### src/rtl/td4_ctrl_pkg.sv
// Shared types for the TD4 run controller: panel mode encodings, sequencer states
// and a helper that sizes a counter for a given divisor.
package td4_ctrl_pkg;

   typedef enum logic [1:0] {
      MODE_HALT = 2'b00,
      MODE_STEP = 2'b01,
      MODE_SLOW = 2'b10,
      MODE_FAST = 2'b11
   } mode_e;

   typedef enum logic [2:0] {
      ST_INIT = 3'd0,
      ST_HALT = 3'd1,
      ST_STEP = 3'd2,
      ST_SLOW = 3'd3,
      ST_FAST = 3'd4
   } state_e;

   // Smallest width (>=1) able to hold the values 0..val-1.
   function automatic int cnt_width(input int unsigned val);
      int w;
      w = 1;
      for (int i = 1; i < 32; i++) begin
         if ((64'd1 << i) < 64'(val)) begin
            w = i + 1;
         end
      end
      return w;
   endfunction

endpackage

### src/rtl/td4_btn_debounce.sv
// Front-panel button conditioning: 2-FF synchroniser, stable-level debounce and a
// one-cycle pulse on each accepted press (active-low line going 1->0).
module td4_btn_debounce
   import td4_ctrl_pkg::*;
#(
   parameter int DEBOUNCE_CYC = 500_000
) (
   input  logic i_clk,
   input  logic i_rst,
   input  logic i_btn_n,
   output logic o_press
);

   localparam int CW = cnt_width(DEBOUNCE_CYC);
   localparam logic [CW-1:0] LAST = CW'(DEBOUNCE_CYC - 1);

   logic          r_sync1;
   logic          r_sync2;
   logic          r_level;
   logic          r_press;
   logic [CW-1:0] r_cnt;

   // Synchronise, then accept a new level only after DEBOUNCE_CYC differing cycles in a row.
   always_ff @(posedge i_clk or posedge i_rst) begin
      if (i_rst) begin
         r_sync1 <= 1'b1;
         r_sync2 <= 1'b1;
         r_level <= 1'b1;
         r_press <= 1'b0;
         r_cnt   <= {CW{1'b0}};
      end else begin
         r_sync1 <= i_btn_n;
         r_sync2 <= r_sync1;
         if (r_sync2 == r_level) begin
            r_cnt   <= {CW{1'b0}};
            r_press <= 1'b0;
         end else if (r_cnt == LAST) begin
            r_level <= r_sync2;
            r_cnt   <= {CW{1'b0}};
            r_press <= ~r_sync2;
         end else begin
            r_cnt   <= r_cnt + CW'(1);
            r_press <= 1'b0;
         end
      end
   end

   assign o_press = r_press;

endmodule

### src/rtl/td4_run_controller.sv
// TD4 execution sequencer: turns three debounced panel buttons into a one-cycle CPU
// clock enable, a CPU reset and a running count of issued enables.
module td4_run_controller
   import td4_ctrl_pkg::*;
#(
   parameter int DIV_SLOW     = 50_000_000,
   parameter int DIV_FAST     = 5_000_000,
   parameter int DEBOUNCE_CYC = 500_000,
   parameter int CPU_RST_CYC  = 16
) (
   input  logic       CLK_I,
   input  logic       RST_I,
   input  logic       BTN_MODE_I,
   input  logic       BTN_STEP_I,
   input  logic       BTN_CPURST_I,
   output logic       TD4_CE_O,
   output logic       TD4_RST_O,
   output logic [1:0] MODE_O,
   output logic [7:0] CE_CNT_O
);

   localparam int PW = cnt_width((DIV_SLOW > DIV_FAST) ? DIV_SLOW : DIV_FAST);
   localparam int IW = cnt_width(CPU_RST_CYC);
   localparam logic [PW-1:0] SLOW_LAST = PW'(DIV_SLOW - 1);
   localparam logic [PW-1:0] FAST_LAST = PW'(DIV_FAST - 1);
   localparam logic [IW-1:0] INIT_LAST = IW'(CPU_RST_CYC - 1);

   logic w_mode_ev;
   logic w_step_ev;
   logic w_rst_ev;

   state_e        r_state;
   logic [PW-1:0] r_presc;
   logic [IW-1:0] r_init_cnt;
   logic          r_ce;
   logic          r_rst;
   logic [1:0]    r_mode;
   logic [7:0]    r_ce_cnt;

   td4_btn_debounce #(.DEBOUNCE_CYC(DEBOUNCE_CYC)) u_db_mode (
      .i_clk(CLK_I), .i_rst(RST_I), .i_btn_n(BTN_MODE_I), .o_press(w_mode_ev)
   );

   td4_btn_debounce #(.DEBOUNCE_CYC(DEBOUNCE_CYC)) u_db_step (
      .i_clk(CLK_I), .i_rst(RST_I), .i_btn_n(BTN_STEP_I), .o_press(w_step_ev)
   );

   td4_btn_debounce #(.DEBOUNCE_CYC(DEBOUNCE_CYC)) u_db_cpurst (
      .i_clk(CLK_I), .i_rst(RST_I), .i_btn_n(BTN_CPURST_I), .o_press(w_rst_ev)
   );

   // Sequencer FSM; CPU-reset press outranks everything, then mode, then step.
   always_ff @(posedge CLK_I or posedge RST_I) begin
      if (RST_I) begin
         r_state    <= ST_INIT;
         r_presc    <= {PW{1'b0}};
         r_init_cnt <= {IW{1'b0}};
         r_ce       <= 1'b0;
         r_rst      <= 1'b1;
         r_mode     <= MODE_HALT;
         r_ce_cnt   <= 8'd0;
      end else if (w_rst_ev) begin
         r_state    <= ST_INIT;
         r_presc    <= {PW{1'b0}};
         r_init_cnt <= {IW{1'b0}};
         r_ce       <= 1'b0;
         r_rst      <= 1'b1;
         r_mode     <= MODE_HALT;
         r_ce_cnt   <= 8'd0;
      end else begin
         r_ce <= 1'b0;
         case (r_state)
            ST_INIT: begin
               r_ce_cnt <= 8'd0;
               r_mode   <= MODE_HALT;
               r_presc  <= {PW{1'b0}};
               if (r_init_cnt == INIT_LAST) begin
                  r_state    <= ST_HALT;
                  r_rst      <= 1'b0;
                  r_init_cnt <= {IW{1'b0}};
               end else begin
                  r_init_cnt <= r_init_cnt + IW'(1);
               end
            end
            ST_HALT: begin
               if (w_mode_ev) begin
                  r_state <= ST_STEP;
                  r_mode  <= MODE_STEP;
                  r_presc <= {PW{1'b0}};
               end
            end
            ST_STEP: begin
               if (w_mode_ev) begin
                  r_state <= ST_SLOW;
                  r_mode  <= MODE_SLOW;
                  r_presc <= {PW{1'b0}};
               end else if (w_step_ev) begin
                  r_ce     <= 1'b1;
                  r_ce_cnt <= r_ce_cnt + 8'd1;
               end
            end
            ST_SLOW: begin
               if (w_mode_ev) begin
                  r_state <= ST_FAST;
                  r_mode  <= MODE_FAST;
                  r_presc <= {PW{1'b0}};
               end else if (r_presc == SLOW_LAST) begin
                  r_ce     <= 1'b1;
                  r_ce_cnt <= r_ce_cnt + 8'd1;
                  r_presc  <= {PW{1'b0}};
               end else begin
                  r_presc <= r_presc + PW'(1);
               end
            end
            ST_FAST: begin
               if (w_mode_ev) begin
                  r_state <= ST_HALT;
                  r_mode  <= MODE_HALT;
                  r_presc <= {PW{1'b0}};
               end else if (r_presc == FAST_LAST) begin
                  r_ce     <= 1'b1;
                  r_ce_cnt <= r_ce_cnt + 8'd1;
                  r_presc  <= {PW{1'b0}};
               end else begin
                  r_presc <= r_presc + PW'(1);
               end
            end
            default: begin
               r_state    <= ST_INIT;
               r_presc    <= {PW{1'b0}};
               r_init_cnt <= {IW{1'b0}};
               r_rst      <= 1'b1;
               r_mode     <= MODE_HALT;
               r_ce_cnt   <= 8'd0;
            end
         endcase
      end
   end

   assign TD4_CE_O  = r_ce;
   assign TD4_RST_O = r_rst;
   assign MODE_O    = r_mode;
   assign CE_CNT_O  = r_ce_cnt;

endmodule

### config.mk
export PLATFORM = sky130hd
export DESIGN_NAME = td4_run_controller
export DESIGN_NICKNAME = d
export VERILOG_FILES = /design/src/rtl/td4_ctrl_pkg.sv /design/src/rtl/td4_btn_debounce.sv /design/src/rtl/td4_run_controller.sv
export SDC_FILE = /design/constraint.sdc
export NUM_CORES = 1
export LEC_CHECK = 0
export CAP_MARGIN = 0
export CORE_MARGIN = 2
export CORE_UTILIZATION = 65
export DETAILED_ROUTE_END_ITERATION = 6
export PLACE_DENSITY = 0.91
export SLEW_MARGIN = 20
export SYNTH_ARGS = -nofsm -noshare
export SYNTH_HDL_FRONTEND = slang
export SYNTH_HIERARCHICAL = 1
export SYNTH_SLANG_ARGS = --single-unit
### constraint.sdc
create_clock -name CLK_I -period 3.8 [get_ports CLK_I]
set_input_delay 0.38 -clock CLK_I [delete_from_list [all_inputs] [get_ports CLK_I]]
set_output_delay 0.38 -clock CLK_I [all_outputs]
set_load 0.03 [all_outputs]
# Word level (Yosys, flattened, before mapping)
# Index checks and enable logic that the tools add are counted.
word_totals:
  register_bits: 114
  output_inout_bits: 12
  elab_cells: 125
classes:
  addsub: 6
  eq_ne: 27
  muxes: 54
  bitwise_logic: 6
  reduce_logical: 10
op_table:
  columns: ["op", "count"]
  rows:
  - ["26-bit two-way mux", 6]
  - ["19-bit two-way mux", 6]
  - ["26-bit one-hot mux with 3 select lines", 1]
  - ["19-bit by 1-bit adder with 19-bit output (second input constant)", 3]
  - ["19-bit equality test (second input constant)", 3]
  - ["8-bit two-way mux", 7]
  - ["8-bit one-hot mux with 4 select lines", 1]
  - ["26-bit by 1-bit adder with 26-bit output (second input constant)", 1]
  - ["26-bit by 23-bit equality test with 1-bit output (second input constant)", 1]
  - ["26-bit equality test (second input constant)", 1]
  - ["3-bit two-way mux", 6]
  - ["3-bit by 1-bit != test with 1-bit output (second input constant)", 6]
  - ["3-bit by 2-bit != test with 1-bit output (second input constant)", 6]
  - ["1-bit two-way mux", 15]
  - ["3-bit one-hot mux with 5 select lines", 1]
  - ["2-bit two-way mux", 5]
  - ["8-bit by 1-bit adder with 8-bit output (second input constant)", 1]
  - ["4-bit two-way mux", 2]
  - ["2-bit one-hot mux with 4 select lines", 1]
  - ["4-bit one-hot mux with 2 select lines", 1]
  - ["2-bit AND reduction", 4]
  - ["7-bit AND reduction", 1]
  - ["3-bit by 2-bit equality test with 1-bit output (second input constant)", 2]
  - ["1-bit inverter", 6]
  - ["13 further kinds", 16]

# Logic depth before layout (Yosys ltp)
# Gate-level depths: netlist of the first run.
logic_depth:
  ltp_word: 5
  ltp_mapped: 8

# Modules after synthesis
# Netlist of the first run, hierarchy kept.
by_module_without_submodules:
  columns: ["module", "n_inst", "cells_each", "area_per_inst_um2"]
  rows:
  - ["td4_btn_debounce", 3, 108, 1157.4]
  - ["td4_run_controller", 1, 289, 2541.2]

# Worst setup path after synthesis of the first run
# OpenSTA, ideal clock, no wires.
synth_path:
  path_kind: "reg2reg"
  from: "reg r_presc[8]"
  to: "reg r_presc[11]"
  setup_ns: 0.119
  arrival_ns: 2.212
  required_time_ns: 3.681
  slack_ns: 1.470
  stages_incl_launch_ff: 8
  synth_period_minus_slack_ns: 2.330
  path_cell_list: "dfrtp_1 -> or3_1 -> or4_4 -> o41ai_1 -> a21oi_1 -> o21ai_2 -> buf_4 -> nor2_1"
synth_via:
  elab_chain_len: 5
  elab_cells_between_ends: 9
  cone_classes: "add/sub: 1; eq/ne: 2; mux: 6"
synth_rtl:
  columns: ["item", "line_no", "text"]
  rows:
  - ["start: declaration", "td4_run_controller.sv:33", "logic [PW-1:0] r_presc;"]
  - ["start signal: assignment", "td4_run_controller.sv:56", "r_presc <= {PW{1'b0}};"]
  - ["start signal: assignment", "td4_run_controller.sv:64", "r_presc <= {PW{1'b0}};"]
  - ["start signal: assignment", "td4_run_controller.sv:76", "r_presc <= {PW{1'b0}};"]
  - ["26-bit by 1-bit adder with 26-bit output, or another cell as far along", "td4_run_controller.sv:112, td4_run_controller.sv:125", null]
  - ["26-bit two-way mux (on tied branches)", "td4_run_controller.sv:120, td4_run_controller.sv:107", null]
  - ["26-bit two-way mux (on tied branches)", "td4_run_controller.sv:116, td4_run_controller.sv:103", null]
  - ["26-bit one-hot mux with 3 select lines *", "td4_run_controller.sv:72", "case (r_state)"]
  - ["26-bit two-way mux *", "td4_run_controller.sv:62", "end else if (w_rst_ev) begin"]
# Every way passes the cells marked *; elsewhere a longest branch is shown, timed or not.
# A chain may end at the register's enable or synchronous reset.

# Final worst setup path of the first run
layout_path:
  from: "reg r_presc[11]"
  to: "reg r_presc[11]"
# Same word-level chain as after synthesis.

==> results, run 1 <==
- The flow ran to the end, but the final reports show violations.
- The checks that failed: design-rule violations.
- In this run the tightest slew margin relative to its limit is 41.4%.
- The CTS tree is yes.
- In this run, the number of DRC markers left after iteration 0 of detailed routing was 309.
- The leading register cell type out of synthesis is sky130_fd_sc_hd__dfrtp_1.
- The fraction of registers with async set or reset after synthesis is 100%.
- The initial cell density of the core is roughly 66%.
- The type of destination of the critical path is a register.
- The number of H-tree levels is 4.
- The startpoint identified for the worst register-to-register timing path is r_presc[11].
- The core utilization of the finished layout is 75.0%.
- By count the netlist is led by sky130_fd_sc_hd__nor2_1, sky130_fd_sc_hd__dfrtp_1, sky130_fd_sc_hd__xnor2_1.
- The count of filler cells inserted in the layout is 580.
- The count of buffers inserted at the top-level ports is 16.
- The longest clock path from root to sink contains 2 buffers.
- The internal portion of the total power is between 2 and 2.5 mW.
- Yosys attributes the largest share of cell area to sky130_fd_sc_hd__dfrtp_1, sky130_fd_sc_hd__xnor2_1, sky130_fd_sc_hd__nor2_1.
- Of all nets on the critical path, the largest fanout is 18.
- Counting flops with a built-in enable in the synthesized netlist gives 0.
- The final critical path takes up 74.2% of the cycle.
- The number of sinks driven by the clock tree is 114.
- Walking the worst path, the cells encountered are or3_1, or4_4, o41ai_1, a21oi_1, o21ai_2, nor2_1.
- The fraction of layout instances using a drive strength above 1 is 11.4%.
- The path class of the tightest hold or removal check is in2async.
- 17 I/O pins were placed.
- The overall routing resource usage is between 20% and 30%.
- The synthesized area divided by synthesized cell count is roughly 10 um^2.
- Data arrives at the worst endpoint at 3160 ps.
- The static leakage power is 2.83 nW.
- In this run the register-to-register setup slack is roughly 980 ps.
- The number of buffers added to fix hold violations after cts is 0.
- The kind of critical path is reg2reg.
- The antenna diode count is 0.
- The floorplan step defined a core boundary enclosing 9110 um^2.
- The number of global-route vias before repair is 4805.
- The number of standard cells after synthesis is 613.
- The pre-antenna-repair detailed-routing pass consisted of 7 iterations.
- In this run the post-CTS setup repair buffer count came out at 0.
- For this design the ratio of total power to cell area is between 400 and 500 nW/um^2.
- In the final routed layout, each cell accounts on average for around 17 um.
- Tracing the worst setup path back leads to its startpoint at r_presc[11].
- In this run the critical register-to-register path is captured at r_presc[11].
- Entering global routing, the biggest net connects 32 pins.
- The number of max-cap violations is 0.
- The placed instances occupy a cell area of 6250 um^2.
- The DRC violations left is 1.
- The most critical setup path has its endpoint at r_presc[11].
- The final count of negative-setup-slack endpoints is 0.
- The sequential-to-total area share from yosys stat is 47.6%.
- The die height is 100 um.
- The portion of total power attributed to combinational logic is 2.1%.
- The first-pass GRT wire length is 22.5 mm.
- The total of cells resized after clock tree synthesis is 0.
- The biggest area contributor in the post-synthesis netlist is sky130_fd_sc_hd__dfrtp_1.
- The slowest library cell on the worst path is sky130_fd_sc_hd__o21ai_2.
- The clock network accounts for 54.0% of the total power.
- Detailed placement ended at an HPWL of 8.19 mm.
- Counting cells, the worst reg-to-reg path comes to 6.
- The worst clock skew is between 10 and 15 ps.
- The synthesized netlist occupies a cell area of between 6000 and 7000 um^2.
- The worst-case hold slack is 272 ps.
- The count of nets after finishing is between 600 and 700.
- Based on the critical path, the design can be clocked at up to around 350 MHz.
- After detailed placement, the design holds a cell count of 728.
- The routability congestion estimate from global placement is 0.961.
- The worst setup path is launched from a register.
- The number of warnings reported in the yosys synthesis log is 6.
- The switching power is 0.644 mW.
- The total overflow left after global routing is 0.
- Across the VDD grid, the largest voltage drop is around 0.35 mV.
- The delay of the slowest cell on the worst path is 590 ps.
- The number of flip-flops and latches in the synthesized netlist is 114.
- The number of hold-slack violations in the final timing report came to 0.
- Setup repair after global routing left no endpoint under its margin.
- Net switching is 22.8% of the power.
- The final worst slack is 979 ps.
- The final critical delay including setup and external delays is 2820 ps.
- The non-filler instance count after layout is 760.
- Summed over its instances, the top area cell type makes up a little over two fifths of the synthesized netlist area.
- The transition time at the pin with the least slew margin is 878 ps.
- The detail route stage leaves a number of antenna-violating nets equal to 0.
- Using the TritonRoute via totals, the vias-per-cell ratio works out to 6.42.
- The root buffer selected by CTS is sky130_fd_sc_hd__clkbuf_8.
- The horizontal die dimension is 100 um.
- The latest clock arrival within the worst-skew pair is 510 ps.
- After clock tree synthesis, the clock-pin slew on the worst setup and hold paths is 60 ps.
- The cell family contributing the most delay on the critical path is simple AND/OR/NAND/NOR gates.
- The total number of vias is slightly below 5000.
- In this run the core area contains 35 standard-cell rows.
- The full die area is between 10000 and 15000 um^2.
- After routing, the total negative slack on setup checks comes to 0 ps.
- The number of unique standard cell types used by synthesis is 58.
- The critical path contains buffers and inverters numbering 0 combined.
- The sequential power share is around 44%.
- The total clock buffers created by CTS is 17.
- The initial antenna violation count is 0.
- After routing the design area is 6830 um^2.
- The layout overhead on the synthesized area is 13.5%.
- The count of pins over their slew limit is 0.
- The most common cell in the netlist is sky130_fd_sc_hd__nor2_1.
- The post-placement setup slack is 1110 ps.
- Power comes to 2.83 mW.
- The number of nets in the synthesized netlist is approximately 620.
- Counting buffers and inverters, the worst setup path is 6 cells deep.
- The routed wire length is 13.3 mm.
- Data on the critical path is required at its endpoint by 4140 ps.
==> registers in the layout, summed over array words and instances (netlist names), 2 cells and up <==
name,cells
CE_CNT_O,8
MODE_O,2
r_init_cnt,4
r_presc,26
r_state,3
u_db_cpurst/r_cnt,19
u_db_mode/r_cnt,19
u_db_step/r_cnt,19
==> layout make-up <==
class                   count  area (um^2)  area share, %
repair buffers             17          168           2.46
inverters                  22         82.6           1.21
multi-input cells         464         3000           43.9
clock buffers              18          418           6.12
flip-flops and latches    114         2870           42.0
clock inverters            14          155           2.27
well taps                 111          139           2.03
==> logic make-up after synthesis <==
family / count (synthesis) / synth area share (%)
fa+ha+maj: 6 / 1.25
flops: 114 / 47.6
mux: 6 / 1.06
simple gates: 316 / 30.1
compound gates: 73 / 8.28
xor+xnor: 63 / 9.18
buf+inv: 35 / 2.46
==> layer usage <==
metal,part of all wire (%),vias up,track usage [%]
met4,1.4,0,9.06
met5,0,-,0
met3,6.2,25,6.82
met2,52,200,47.2
met1,41,2413,36.0
li1,-,2240,-
==> placed cells by master (no fill, tap or decap), types with 14 or more instances in the layout <==
cell	n
sky130_fd_sc_hd__a21oi_1	25
sky130_fd_sc_hd__clkbuf_16	16
sky130_fd_sc_hd__clkdlybuf4s50_1	16
sky130_fd_sc_hd__dfrtp_1	104
sky130_fd_sc_hd__inv_1	21
sky130_fd_sc_hd__nand2_1	37
sky130_fd_sc_hd__nand3_1	44
sky130_fd_sc_hd__nand4b_1	14
sky130_fd_sc_hd__nor2_1	110
sky130_fd_sc_hd__nor3_1	22
sky130_fd_sc_hd__nor4_1	15
sky130_fd_sc_hd__xnor2_1	48
sky130_fd_sc_hd__xor2_1	15
==> worst min-delay path by stage <==
stage                   startpoint             endpoint  slack [ps]  cells after the start
3_3_place_gp   u_db_cpurst/r_sync1  u_db_cpurst/r_sync2         350                      0
5_1_grt                 BTN_MODE_I    u_db_mode/r_sync1         270                      1
6_report                     RST_I           r_state[2]         270                      2
4_1_cts                 BTN_MODE_I    u_db_mode/r_sync1         260                      1
2_1_floorplan  u_db_cpurst/r_sync1  u_db_cpurst/r_sync2         350                      0
3_5_place_dp     u_db_step/r_sync1    u_db_step/r_sync2         350                      0
==> power groups by stage <==
| stage | clock [mW] | combinational (mW) | sequential [mW] |
|---|---|---|---|
| floorplan | 0 | 0.0437 | 1.26 |
| global placement | 0 | 0.0565 | 1.26 |
| detailed placement | 0 | 0.0595 | 1.26 |
| CTS | 1.55 | 0.0602 | 1.24 |
| global route | 1.61 | 0.0690 | 1.24 |
| finish | 1.53 | 0.0580 | 1.24 |
(Power assumes the default switching activity.)
==> run 2, diff against run 1 <==
--- a/config.mk
+++ b/config.mk
@@ -7,9 +7,9 @@
 export LEC_CHECK = 0
 export CAP_MARGIN = 0
 export CORE_MARGIN = 2
-export CORE_UTILIZATION = 65
+export CORE_UTILIZATION = 56
 export DETAILED_ROUTE_END_ITERATION = 6
-export PLACE_DENSITY = 0.91
+export PLACE_DENSITY = 0.84
 export SLEW_MARGIN = 20
 export SYNTH_ARGS = -nofsm -noshare
 export SYNTH_HDL_FRONTEND = slang
==> constraint.sdc (replaced) <==
create_clock -name CLK_I -period 2.45 [get_ports CLK_I]
set_input_delay 0.245 -clock CLK_I [delete_from_list [all_inputs] [get_ports CLK_I]]
set_output_delay 0.245 -clock CLK_I [all_outputs]
set_load 0.03 [all_outputs]
==> results, run 2 (same netlist as run 1, synthesis figures left out) <==
- The DRC violations left is 0.
- The full die area is 11600 um^2.
- The longest clock path from root to sink contains 2 buffers.
- The beginning of the critical path is r_presc[17].
- The layout overhead on the synthesized area is 16.9%.
- The detailed-placement wirelength estimate is 8.37 mm.
- The flip-flop count of the largest register, all copies and words added is 26.
- Buffers placed on the I/O ports in this run total 16.
- Among cell families on the critical path, the largest total delay comes from simple AND/OR/NAND/NOR gates.
- The CTS tree is yes.
- Row generation in the floorplan step produced 37 rows.
- The final worst slack is around 80 ps.
- In the final routed layout, each cell accounts on average for 15.9 um.
- The worst-path maximum fanout is 6.
- Counting every sink on the clock net gives 114.
- The static leakage power is 2.92 nW.
- The final period utilization is 96.6%.
- Setup repair after global routing left no endpoint under its margin.
- STA classifies the critical path startpoint as a register.
- At the worst endpoint, the required time is 2900 ps.
- The region available for standard cell placement spans 10400 um^2.
- Leaving out fill and tap cells, the most frequent cells in the layout are sky130_fd_sc_hd__nor2_1, sky130_fd_sc_hd__dfrtp_1, sky130_fd_sc_hd__xnor2_1, sky130_fd_sc_hd__nand3_1, sky130_fd_sc_hd__nand2_1.
- The setup total negative slack is 0 ps.
- The type of destination of the critical path is a register.
- The worst setup path is of the reg2reg kind.
- The initial antenna violation count was 0.
- After detailed routing, the number of vias per cell comes to a little under 6.
- The path type of the worst min-delay path is in2async.
- The critical path goes through nor4b_1, nand4_1, nor4_2, o22ai_2, or4b_1, a21oi_1.
- After clock tree synthesis, the clock-pin slew on the worst setup and hold paths is 60 ps.
- The count of pins over their slew limit was 0.
- The number of hold-slack violations in the final timing report is 0.
- Summed over all layers, the routed wires come to 12.8 mm.
- The delay of the slowest cell on the worst path is 530 ps.
- The count of antenna-violating nets left after detailed routing is 0.
- For the pin with the worst max-slew slack, the measured transition is 861 ps.
- Subtracting the final worst setup slack from the clock period gives 2370 ps.
- The first-pass detailed-route iteration total is 5.
- The relative slew slack is 42.3%.
- Hold repair after CTS inserted 0 buffers.
- Data arrives at the worst endpoint at between 2000 and 3000 ps.
- The pin count of the biggest net entering global routing is 24.
- The run finished with clean final reports.
- The number of buffers and inverters on the critical path is 0.
- The post-placement setup slack is 97.2 ps.
- Setup violations remaining at the end of the flow were counted as 0.
- The routability congestion estimate from global placement is about 0.88.
- The total of cells resized after clock tree synthesis is 0.
- The worst clock skew is 8.53 ps.
- The startpoint of the most critical register-to-register path is r_presc[17].
- The horizontal die dimension is approximately 110 um.
- The iteration-0 DRC count of the detailed router is 321.
- The remaining global-route overflow is 0.
- The number of max-cap violations is 0.
- The worst-case IR drop observed on VDD is 0.713 mV.
- The latest clock arrival within the worst-skew pair is about 520 ps.
- The most common cell after layout, fill and taps aside is sky130_fd_sc_hd__nor2_1.
- The number of global-route vias before repair is ~4800.
- The number of setup buffers added after CTS is 0.
- The total power divided by cell area is 627 nW/um^2.
- Counting the buffers created by CTS gives 17.
- The number of H-tree levels is 4.
- Global routing used 24.0% of the available tracks.
- The die height is 108 um.
- More flip-flops sit in one register than any other, and that register is r_presc.
- The antenna diode count is 0.
- The number of top-level pins is 17.
- At the end of the flow, the number of nets in the layout was 663.
- The non-filler instance count after layout is 801.
- The highest achievable clock rate is 422 MHz.
- At the end of the flow the core is filled with cells to 67.8%.
- The fraction of layout instances using a drive strength above 1 is 14.0%.
- The total number of vias is 4763.
- On the final layout, the worst hold slack is 13.9 ps.
- The slowest stage of the critical path belongs to the cell sky130_fd_sc_hd__or4b_1.
- The initial cell density of the core is 58.0%.
- Including well taps, the total number of placed cells is 769.
- The root buffer selected by CTS is sky130_fd_sc_hd__clkbuf_8.
- The first global-routing pass estimated between 20 and 25 mm of wire.
[run 2: power breakdown]
part	internal, mW	switching, mW
Sequential	1.91	0.0220
Clock	1.48	0.907
Combinational	0.0310	0.0639
Total	3.42	0.993
[run 2: routing by layer]
metal	track usage (%)	vias to the layer above	wire [um]
met5	0	-	0
met4	7.69	0	129
met3	6.23	14	589
met2	41.2	139	6640
met1	29.6	2334	5400
li1	-	2276	-
[run 2: final timing paths]
kind	endpoint	slack (ps)	cells past startpoint
worst max register to register	CE_CNT_O[1]	80	6
worst min-delay path	u_db_step/o_press	10	2
worst min register to register	u_db_step/r_sync2	360	0
min in group CLK_I	u_db_step/r_sync1	120	1
max in group asynchronous	TD4_RST_O	1600	3
worst max-delay path	CE_CNT_O[1]	80	6
[run 2: area by class of cell]
class | count | area, um^2
Sequential cell | 114 | 2870
Clock buffer | 18 | 428
Tap cell | 136 | 170
Multi-Input combinational cell | 464 | 3020
Clock inverter | 14 | 156
Fill cell | 761 | 3340
Inverter | 22 | 82.6
Timing Repair Buffer | 33 | 313
[run 2: stage by stage]
step                power (mW)  area [um^2]
global route              4.57         7030
floorplan                 2.02         6010
detailed placement        2.06         6430
CTS                       4.46         7020
finish                    4.41         7030
global placement          2.05         6430
==> run 3, diff against run 2 <==
--- a/config.mk
+++ b/config.mk
@@ -7,11 +7,12 @@
 export LEC_CHECK = 0
 export CAP_MARGIN = 0
 export CORE_MARGIN = 2
-export CORE_UTILIZATION = 56
+export CORE_UTILIZATION = 62
 export DETAILED_ROUTE_END_ITERATION = 6
-export PLACE_DENSITY = 0.84
+export PLACE_DENSITY = 0.88
 export SLEW_MARGIN = 20
 export SYNTH_ARGS = -nofsm -noshare
 export SYNTH_HDL_FRONTEND = slang
 export SYNTH_HIERARCHICAL = 1
 export SYNTH_SLANG_ARGS = --single-unit
+export TNS_END_PERCENT = 30
==> constraint.sdc (replaced) <==
create_clock -name CLK_I -period 2.5 [get_ports CLK_I]
set_input_delay 0.25 -clock CLK_I [delete_from_list [all_inputs] [get_ports CLK_I]]
set_output_delay 0.25 -clock CLK_I [all_outputs]
set_load 0.03 [all_outputs]
==> results, run 3 (same netlist as run 1, synthesis figures left out) <==
- The run finished with clean final reports.
- The initial antenna violation count was 0.
- The final count of negative-setup-slack endpoints is 0.
- After layout, the minimum clock period comes to 2440 ps.
- The flip-flop count of the largest register, all copies and words added is 26.
- The tool flagged a number of max-cap violations equal to 0.
- The final period utilization is 97.6%.
- 0 antenna diodes ended up in the layout.
- Along the worst hold path, the cell count comes to 1.
- The count of filler cells inserted in the layout is 616.
- The first routing iteration left 238 violations.
- The number of global-route vias before repair is between 4000 and 5000.
- The latest clock arrival within the worst-skew pair is roughly 520 ps.
- The number of buffers inserted to repair setup after CTS is 0.
- The most common cell after layout, fill and taps aside is sky130_fd_sc_hd__nor2_1.
- The register-to-register path setup slack is 60 ps.
- In this run the most critical hold path is launched from BTN_STEP_I.
- Row generation in the floorplan step produced 35 rows.
- The region available for standard cell placement spans 9330 um^2.
- The clock transition at the register clock pins on the worst setup and hold paths after CTS is 60 ps.
- The count of buffers inserted at the top-level ports is 16.
- The endpoint arrival time on the critical path is between 2000 and 3000 ps.
- The area growth from synthesis to layout is 15.9%.
- The setup total negative slack is 0 ps.
- The first global-routing pass estimated 21.7 mm of wire.
- The number of sinks driven by the clock tree is ~110.
- The DRC violations left is 0.
- The worst setup path is of the reg2reg kind.
- The total power divided by cell area is 622 nW/um^2.
- Clock tree synthesis inserted a total of 17 buffers.
- The worst register-to-register path has a depth of 6.
- The total number of vias is 4809.
- The highest achievable clock rate is 410 MHz.
- Entering global routing, the biggest net connects 46 pins.
- The horizontal die dimension is 102 um.
- The clock tree synthesis step divided the H-tree into 4 levels.
- The die covers 10500 um^2.
- The remaining global-route overflow is 0.
- The floorplan step set the die height to 102 um.
- The relative slew slack is 40.8%.
- Of the cells placed in the final design, the portion with a size suffix greater than 1 is 13.4%.
- At the pin with the least slew margin, the transition time is between 800 and 900 ps.
- The type of destination of the critical path is a register.
- The path with the worst hold slack has its endpoint at u_db_step/r_sync1.
- More flip-flops sit in one register than any other, and that register is r_presc.
- Clock skew on the completed layout was measured at 7.31 ps.
- The cell sitting at the root of the clock tree is a sky130_fd_sc_hd__clkbuf_8.
- The average wire length per cell after detail routing is 16.1 um.
- The static leakage power is between 2 and 3 nW.
- The post-detailed-placement cell area is 6390 um^2.
- The initial cell density of the core is 64.5%.
- The worst-case IR drop observed on VDD is 0.564 mV.
- The path class of the tightest hold or removal check is in2reg.
- The startpoint of the most critical register-to-register path is r_presc[11].
- The routed design has 12.8 mm of wire.
- The count of antenna-violating nets left after detailed routing is 0.
- The CTS tree is yes.
- In the layout the commonest cells are sky130_fd_sc_hd__nor2_1, sky130_fd_sc_hd__dfrtp_1, sky130_fd_sc_hd__xnor2_1, sky130_fd_sc_hd__nand3_1, sky130_fd_sc_hd__nand2_1.
- In the global route stage, overall resource usage came out at 26.7%.
- The congestion estimate from routability-driven global placement came to 0.902.
- Detailed placement finished with a half-perimeter wire length of 8.40 mm.
- The worst setup path is launched from a register.
- The number of top-level pins is 17.
- In the routed layout, each cell is associated on average with a via count of 6.08.
- The number of hold-slack violations in the final timing report is 0.
- The worst register-to-register path ends at CE_CNT_O[1].
- The pre-antenna-repair detailed-routing pass consisted of 5 iterations.
- In this run the deepest clock path goes through 2 buffers.
- The count of nets after finishing is 660.
- STA puts the critical path data required time at 2950 ps.
- The design area is 6970 um^2.
- The worst-path maximum fanout is 4.
- The count of pins over their slew limit is 0.
run 3: cell types whose count changed in the layout (fill, tap and decap cells not counted):
cell                         previous run  this run
sky130_fd_sc_hd__a21oi_2                0         1
sky130_fd_sc_hd__o41ai_1                1         2
sky130_fd_sc_hd__o311ai_2               1         0
sky130_fd_sc_hd__inv_6                  2         5
sky130_fd_sc_hd__o311ai_1               0         1
sky130_fd_sc_hd__buf_4                 15        13
sky130_fd_sc_hd__a21oi_1               25        24
sky130_fd_sc_hd__o41ai_2                1         0
sky130_fd_sc_hd__buf_12                 2         1
sky130_fd_sc_hd__clkinvlp_4             4         2
sky130_fd_sc_hd__clkinv_4               5         2
sky130_fd_sc_hd__clkinv_2               1         3
run 3: cell type report:
| class | instances | area (um^2) | area share, % |
|---|---|---|---|
| clock inverters | 14 | 151 | 2.17 |
| multi-input cells | 464 | 3000 | 43.1 |
| clock buffers | 18 | 428 | 6.14 |
| flip-flops and latches | 114 | 2870 | 41.1 |
| well taps | 129 | 161 | 2.32 |
| repair buffers | 30 | 278 | 3.98 |
| inverters | 22 | 82.6 | 1.18 |
run 3: worst max-delay path by stage:
stage	from	endpoint	slack [ps]	cells after the start
floorplan	r_presc[8]	r_presc[24]	170	7
global placement	r_presc[11]	CE_CNT_O[1]	150	6
detailed placement	r_presc[11]	CE_CNT_O[7]	100	7
CTS	r_presc[11]	CE_CNT_O[7]	20	7
global route	r_presc[11]	CE_CNT_O[1]	-1	6
finish	r_presc[11]	CE_CNT_O[1]	60	6
run 3: through the flow:
| step | hold slack [ps] | std cells | power, mW | setup slack, ps | utilization (%) |
|---|---|---|---|---|---|
| after floorplan | 250 | 613 | 1.98 | 170 | - |
| after global placement | 346 | 759 | 2.01 | 149 | 68.5 |
| after detailed placement | 347 | 759 | 2.01 | 95.5 | 68.5 |
| after CTS | 112 | 791 | 4.36 | 20.8 | 74.7 |
| after global routing | 118 | 791 | 4.48 | -1.41 | 74.7 |
| final | 132 | 791 | 4.34 | 59.1 | 74.7 |
run 3: worst max-delay path: stages, from the launching register on:
cell,delay (ps)
sky130_fd_sc_hd__dfrtp_1,410
sky130_fd_sc_hd__or3_1,380
sky130_fd_sc_hd__or4_4,550
sky130_fd_sc_hd__nor3_4,200
sky130_fd_sc_hd__o22ai_2,110
sky130_fd_sc_hd__or4b_1,560
sky130_fd_sc_hd__a21oi_2,160
run 3: what timing repair did:
item | 4_1_cts | 5_1_grt
hold buffers | 0 | 0
endpoints found under the setup margin | 0 | 2
gates resized for setup | 0 | 2
run 3: routing by layer:
| layer | routed length, um | GRT usage [%] |
|---|---|---|
| met4 | 190 | 9.64 |
| met5 | 0 | 0 |
| met1 | 5520 | 34.0 |
| met3 | 679 | 7.32 |
| met2 | 6380 | 43.7 |
run 3: power breakdown:
part	internal, mW	switching [mW]	total [mW]
sequential	1.87	0.0216	1.89
combinational	0.0273	0.0630	0.0903
clock	1.45	0.902	2.36
total	3.35	0.987	4.34
==> patch 1 (settings of run 2) <==
The 5 states of `state_e` get a one-hot encoding in 5 bits.
--- a/src/rtl/td4_ctrl_pkg.sv
+++ b/src/rtl/td4_ctrl_pkg.sv
@@ -9,12 +9,12 @@
       MODE_FAST = 2'b11
    } mode_e;
 
-   typedef enum logic [2:0] {
-      ST_INIT = 3'd0,
-      ST_HALT = 3'd1,
-      ST_STEP = 3'd2,
-      ST_SLOW = 3'd3,
-      ST_FAST = 3'd4
+   typedef enum logic [4:0] {
+      ST_INIT = 5'b00001,
+      ST_HALT = 5'b00010,
+      ST_STEP = 5'b00100,
+      ST_SLOW = 5'b01000,
+      ST_FAST = 5'b10000
    } state_e;
 
    // Smallest width (>=1) able to hold the values 0..val-1.
Check against the original RTL: same outputs for any inputs over 10 cycles, from zero or initial values and one cycle with RST_I high; not proved beyond that.
==> patch 1 against run 2 <==
Combinational power rose by 0.8%. Final area is 2.3% higher. Hold slack improved by 0.12 ns. Worst setup slack better by 0.0031 ns. Routed wire length increased by 3.7%. Clock skew decreased by 0.0011 ns. Count of clock-buffer cells in the layout up 5. Sequential share of layout area fell by 0.22 points. Critical endpoint is now CE_CNT_O[7]. Power rose by 2.6%. Sequential cell count up 2. Maximum frequency grew 0.13%. Area after synthesis increased by 2.5%.
==> patch 1: results (changes against run 2) <==
stage,metric,value,unit,change
status,outcome,"complete, no violations",,unchanged
synth,"FFs w/ async S/R, synth",1.00,,unchanged
route,Pre-Repair DR Iteration Count,5,,unchanged
grt,gr usage total,0.245,,was 0.240
placement,DP Wirelength,8.79,mm,was 8.37 mm
clock_network,Clock Tree Buf Depth,2,,unchanged
sta,fin crit period,2.36,ns,was 2.37 ns
synth,Post-synth top flop,dfrtp_1,,unchanged
grt,number of global-route vias before repair,4800,,"was 4,774"
sta,clk_skew,0.00740,ns,was 0.00853 ns
min_path,Worst Hold Class,in2reg,,was in2async
clock_network,Num CTS Buffers,17,,unchanged
power_and_ir_drop,Leak,2.95,nW,was 2.92 nW
clock_network,Root Buffer,clkbuf_8,,unchanged
critical_path,Reg2Reg Depth,7,,was 6
route,routed len/inst,16.3,um,was 15.9 um
critical_path,worst r2r src,r_presc[0],,was r_presc[17]
synth,Synthesis Warnings,6,,unchanged
layout,Largest register FFs,26,,unchanged
route,routed vias,4880,,"was 4,763"
min_path,HP Start,BTN_STEP_I,,
clock_network,Skew-Pair Late Insertion Delay,0.52,ns,about the same
synth,largest cells by area after synthesis,"dfrtp_1 43%, xnor2_1 5.7%, nor2_1 5.4%, dfstp_2 4.7%, nand3_1 3.5%",,"was dfrtp_1 43%, xnor2_1 7.0%, nor2_1 6.9%, dfstp_2 4.4%, nand3_1 3.7%"
min_path,Hold Path Stages,1,,
placement,IO buf count,16,,unchanged
placement,gpl congestion,0.875,,was 0.884
layout,"Design Area, Final",7200,sq um,was 7030 sq um
route,Iter 0 DRT Violations,344,,was 321
clock_network,H-tree depth,4,,unchanged
grt,first-pass GRT wire length,22.7,mm,was 22.0 mm
layout,Ant. Diodes,0,,unchanged
synth,Commonest cells post-synth,"105 x dfrtp_1, 89 x nor2_1, 45 x nand2_1",,"was 110 x nor2_1, 104 x dfrtp_1, 48 x xnor2_1"
sta,Final Hold Slack,0.134,ns,was 0.0139 ns
sta,Max-slew headroom,0.511,,was 0.423
critical_path,worst reg2reg endpoint,CE_CNT_O[7],,was CE_CNT_O[1]
layout,filler cell count,796,,was 761
critical_path,Crit path arrival time,2.78,ns,was 2.82 ns
critical_path,CP Max Fanout,8,,was 6
synth,Mapped Nets,636,,was 624
critical_path,r2r setup slk,0.09,ns,
power_and_ir_drop,maximum vdd drop,0.599,mV,was 0.713 mV
synth,sequential area share after synthesis,0.473,,was 0.476
min_path,Hold Path Sink,u_db_step/r_sync1,,
grt,initial antenna violation count,0,,unchanged
layout,Largest Register,r_presc,,unchanged
layout,share of cells above drive strength 1,0.159,,was 0.140
synth,Cell variety after synth,57,,was 58
grt,largest net degree at the start of global routing,35,,was 24
layout,Final #Nets,670,,was 663
clock_network,clock slew at reported path FFs,0.05,ns,
placement,placed cell areas,6530,sq um,was 6430 sq um
patch 1: cell types whose count changed after synthesis, moves of 7 or more:
cell / run 2 / this run
nand2_1: 37 / 45
o21ai_0: 6 / 26
xnor2_1: 48 / 40
nand2b_1: 4 / 11
a21oi_1: 25 / 15
nor2_1: 110 / 89
patch 1: cells by family after synthesis:
| logic type | after synthesis | share of synthesized area |
|---|---|---|
| xor gates and xnor gates | 56 | 0.0796 |
| AOI/OAI and AO/OA | 84 | 0.0952 |
| adders and majority gates | 6 | 0.0122 |
| muxes | 8 | 0.0136 |
| and+or+nand+nor | 315 | 0.299 |
| buffers and inverters | 40 | 0.0274 |
| DFF | 116 | 0.473 |
patch 1: where the power goes:
group	switching [W]	internal [W]	total, W
Clock	0.000842	0.00163	0.00247
Sequential	0.0000218	0.00194	0.00196
Combinational	0.0000659	0.0000298	0.0000958
patch 1: cell type report:
cell class	count	area share
Multi-Input combinational cell	469	0.435
Sequential cell	116	0.405
Clock buffer	23	0.0649
Timing Repair Buffer	35	0.0421
Tap cell	140	0.0243
Clock inverter	9	0.0179
Inverter	20	0.0104
patch 1: worst max-delay path: stages (launching register included):
cell and delay (ns):
dfrtp_1 0.45, ha_4 0.18, nand3_2 0.12, or3_4 0.42, o31ai_4 0.29, nand2_2 0.14, or3_4 0.42, o31ai_2 0.25
patch 1: metrics by stage:
| stage | cells | setup slack (ns) |
|---|---|---|
| after global placement | 778 | 0.0403 |
| after global routing | 812 | -0.0153 |
| after CTS | 810 | 0.00414 |
| final | 812 | 0.0854 |
| after detailed placement | 778 | -0.0896 |
| after floorplan | 625 | 0.205 |
patch 1: how the worst max path moves through the flow:
stage,depth (start not counted),from,endpoint,slack [ns]
after floorplan,8,r_presc[0],CE_CNT_O[4],0.20
after global placement,7,r_presc[0],r_presc[13],0.04
after detailed placement,7,r_presc[0],CE_CNT_O[4],-0.09
after CTS,7,r_presc[0],CE_CNT_O[4],0.004
after global routing,7,r_presc[0],CE_CNT_O[7],-0.02
final,7,r_presc[0],CE_CNT_O[7],0.09
patch 1: repair_timing:
item                       4_1_cts  5_1_grt
setup buffers                    0        2
resized for setup                3        9
pin swaps                        1        4
setup endpoints to repair       18       13
patch 1: layer usage:
layer | share of wire | track usage | up-vias
met1 | 0.43 | 0.307 | 2410
li1 | - | - | 2300
met5 | 0 | 0 | -
met3 | 0.048 | 0.0723 | 23
met2 | 0.50 | 0.409 | 147
met4 | 0.018 | 0.0797 | 0
==> patch 2 (config.mk and constraints of run 2) <==
Made on the original files. Set the parameter `DIV_SLOW` to 100_000_000 (it was 50_000_000).
--- a/src/rtl/td4_run_controller.sv
+++ b/src/rtl/td4_run_controller.sv
@@ -3,7 +3,7 @@
 module td4_run_controller
    import td4_ctrl_pkg::*;
 #(
-   parameter int DIV_SLOW     = 50_000_000,
+   parameter int DIV_SLOW     = 100_000_000,
    parameter int DIV_FAST     = 5_000_000,
    parameter int DEBOUNCE_CYC = 500_000,
    parameter int CPU_RST_CYC  = 16
Check against the original RTL: same outputs for any inputs over 10 cycles, from zero or initial values and one cycle with RST_I high; that may be too few to reach the edited logic, so the function may still have changed.
==> patch 2 against run 2 <==
Worst setup slack better by 0.015 ns. Clock skew decreased by 0.0016 ns. Area after synthesis up 4.4%. Routed wire length grew 6.1%. Global-route usage is 0.81 points higher. Sequential cell count increased by 1. Final area grew 2.1%. Power increased by 0.20%.
==> patch 2: results (changes against run 2) <==
stage,metric,value,unit,change
sta,pin slew with the least headroom to its limit,0.854,ns,was 0.861 ns
placement,gpl congestion,0.883,,was 0.884
synth,Compound-Gate Fraction of Synth Area,0.128,,was 0.0828
synth,Post-Synth Adder-Cell Area,0.0120,,was 0.0125
sta,clk_skew,0.00695,ns,was 0.00853 ns
critical_path,Crit path arrival time,2.76,ns,was 2.82 ns
route,WL final,13.5,mm,was 12.8 mm
synth,syn avg cell area,9.47,sq um,was 9.81 sq um
synth,sequential area share after synthesis,0.460,,was 0.476
power_and_ir_drop,maximum vdd drop,0.700,mV,was 0.713 mV
layout,Final #Nets,693,,was 663
grt,first-pass GRT wire length,23.6,mm,was 22.0 mm
layout,Ant. Diodes,0,,unchanged
layout,share of cells above drive strength 1,0.132,,was 0.140
synth,Commonest cells post-synth,"105 x dfrtp_1, 89 x nor2_1, 53 x nand2_1",,"was 110 x nor2_1, 104 x dfrtp_1, 48 x xnor2_1"
critical_path,CP Max Fanout,39,,was 6
grt,met2 Usage GRT,0.399,,was 0.412
placement,DP Wirelength,8.76,mm,was 8.37 mm
synth,largest cells by area after synthesis,"dfrtp_1 42%, nor2_1 5.3%, xnor2_1 5.3%, dfstp_2 4.2%, a21oi_1 3.5%",,"was dfrtp_1 43%, xnor2_1 7.0%, nor2_1 6.9%, dfstp_2 4.4%, nand3_1 3.7%"
grt,gr usage total,0.248,,was 0.240
route,met3 WL post-DR,656,um,was 589 um
route,routed len/inst,16.2,um,was 15.9 um
grt,met1 Use GR,0.319,,was 0.296
synth,post-synthesis mux area share,0.0165,,was 0.0106
placement,Placement Setup Slack,0.0523,ns,was 0.0972 ns
synth,Mapped Nets,674,,was 624
route,WL met1,6.02,mm,was 5.40 mm
route,met2 routed WL,6.73,mm,was 6.64 mm
layout,Largest register FFs,27,,was 26
power_and_ir_drop,Leak,2.94,nW,was 2.92 nW
route,Iter 0 DRT Violations,474,,was 321
grt,largest net degree at the start of global routing,47,,was 24
grt,number of global-route vias before repair,5106,,"was 4,774"
status,outcome,"complete, no violations",,unchanged
synth,Cell variety after synth,65,,was 58
placement,placed insts,802,,was 769
min_path,Worst Hold Class,in2reg,,was in2async
route,Avg Vias per Cell,6.09,,was 5.95
route,DRC errors left,0,,unchanged
sta,fmax,425,MHz,was 422 MHz
sta,Final Hold Slack,0.129,ns,was 0.0139 ns
placement,placed cell areas,6550,sq um,was 6430 sq um
synth,post-synthesis xor/xnor area fraction,0.0628,,was 0.0918
## patch 2: cell families (layout without fill, tap and decap cells)
kind of cell,after synthesis,in the layout
buffers and inverters,49,81
AO/OA/AOI/OAI,126,126
flip-flops,115,115
multiplexers,10,10
XOR/XNOR,45,45
AND/OR/NAND/NOR,312,312
adder cells (fa/ha/maj),6,6
## patch 2: final cells by class
class / instances / area, sq um
Clock buffer: 20 / 445
Clock inverter: 12 / 130
Fill cell: 815 / 3710
Inverter: 24 / 90.1
Multi-Input combinational cell: 499 / 3210
Sequential cell: 115 / 2890
Tap cell: 140 / 175
Timing Repair Buffer: 25 / 240
## patch 2: path summary, 6_finish.rpt
path	from	cells after the start	endpoint
worst min-delay path	BTN_MODE_I	1	u_db_mode/r_sync1
worst min register to register	u_db_step/r_sync1	0	u_db_step/r_sync2
max in group asynchronous	RST_I	2	u_db_cpurst/r_cnt[1]
worst max register to register	r_presc[0]	8	r_presc[26]
worst max-delay path	r_presc[0]	8	r_presc[26]
min in group asynchronous	RST_I	3	u_db_mode/o_press
## patch 2: report_power, final
group / leakage [nW] / total [W] / internal [W] / switching, W
logic: 1.11 / 0.0000907 / 0.0000265 / 0.0000642
clock network: 0.270 / 0.00239 / 0.00150 / 0.000888
registers: 1.56 / 0.00194 / 0.00192 / 0.0000210
## patch 2: what timing repair did
item,in CTS,in global routing
gates resized for setup,0,10
setup endpoints to repair,0,30
buffers inserted,0,1
## patch 2: worst max-delay path, cell delays in order, from the launching register on
cell,delay [ns]
dfrtp_1,0.40
ha_2,0.22
nand3_1,0.14
or4_4,0.53
o211ai_4,0.24
nand2_2,0.10
buf_12,0.19
a21o_1,0.17
a22o_1,0.22
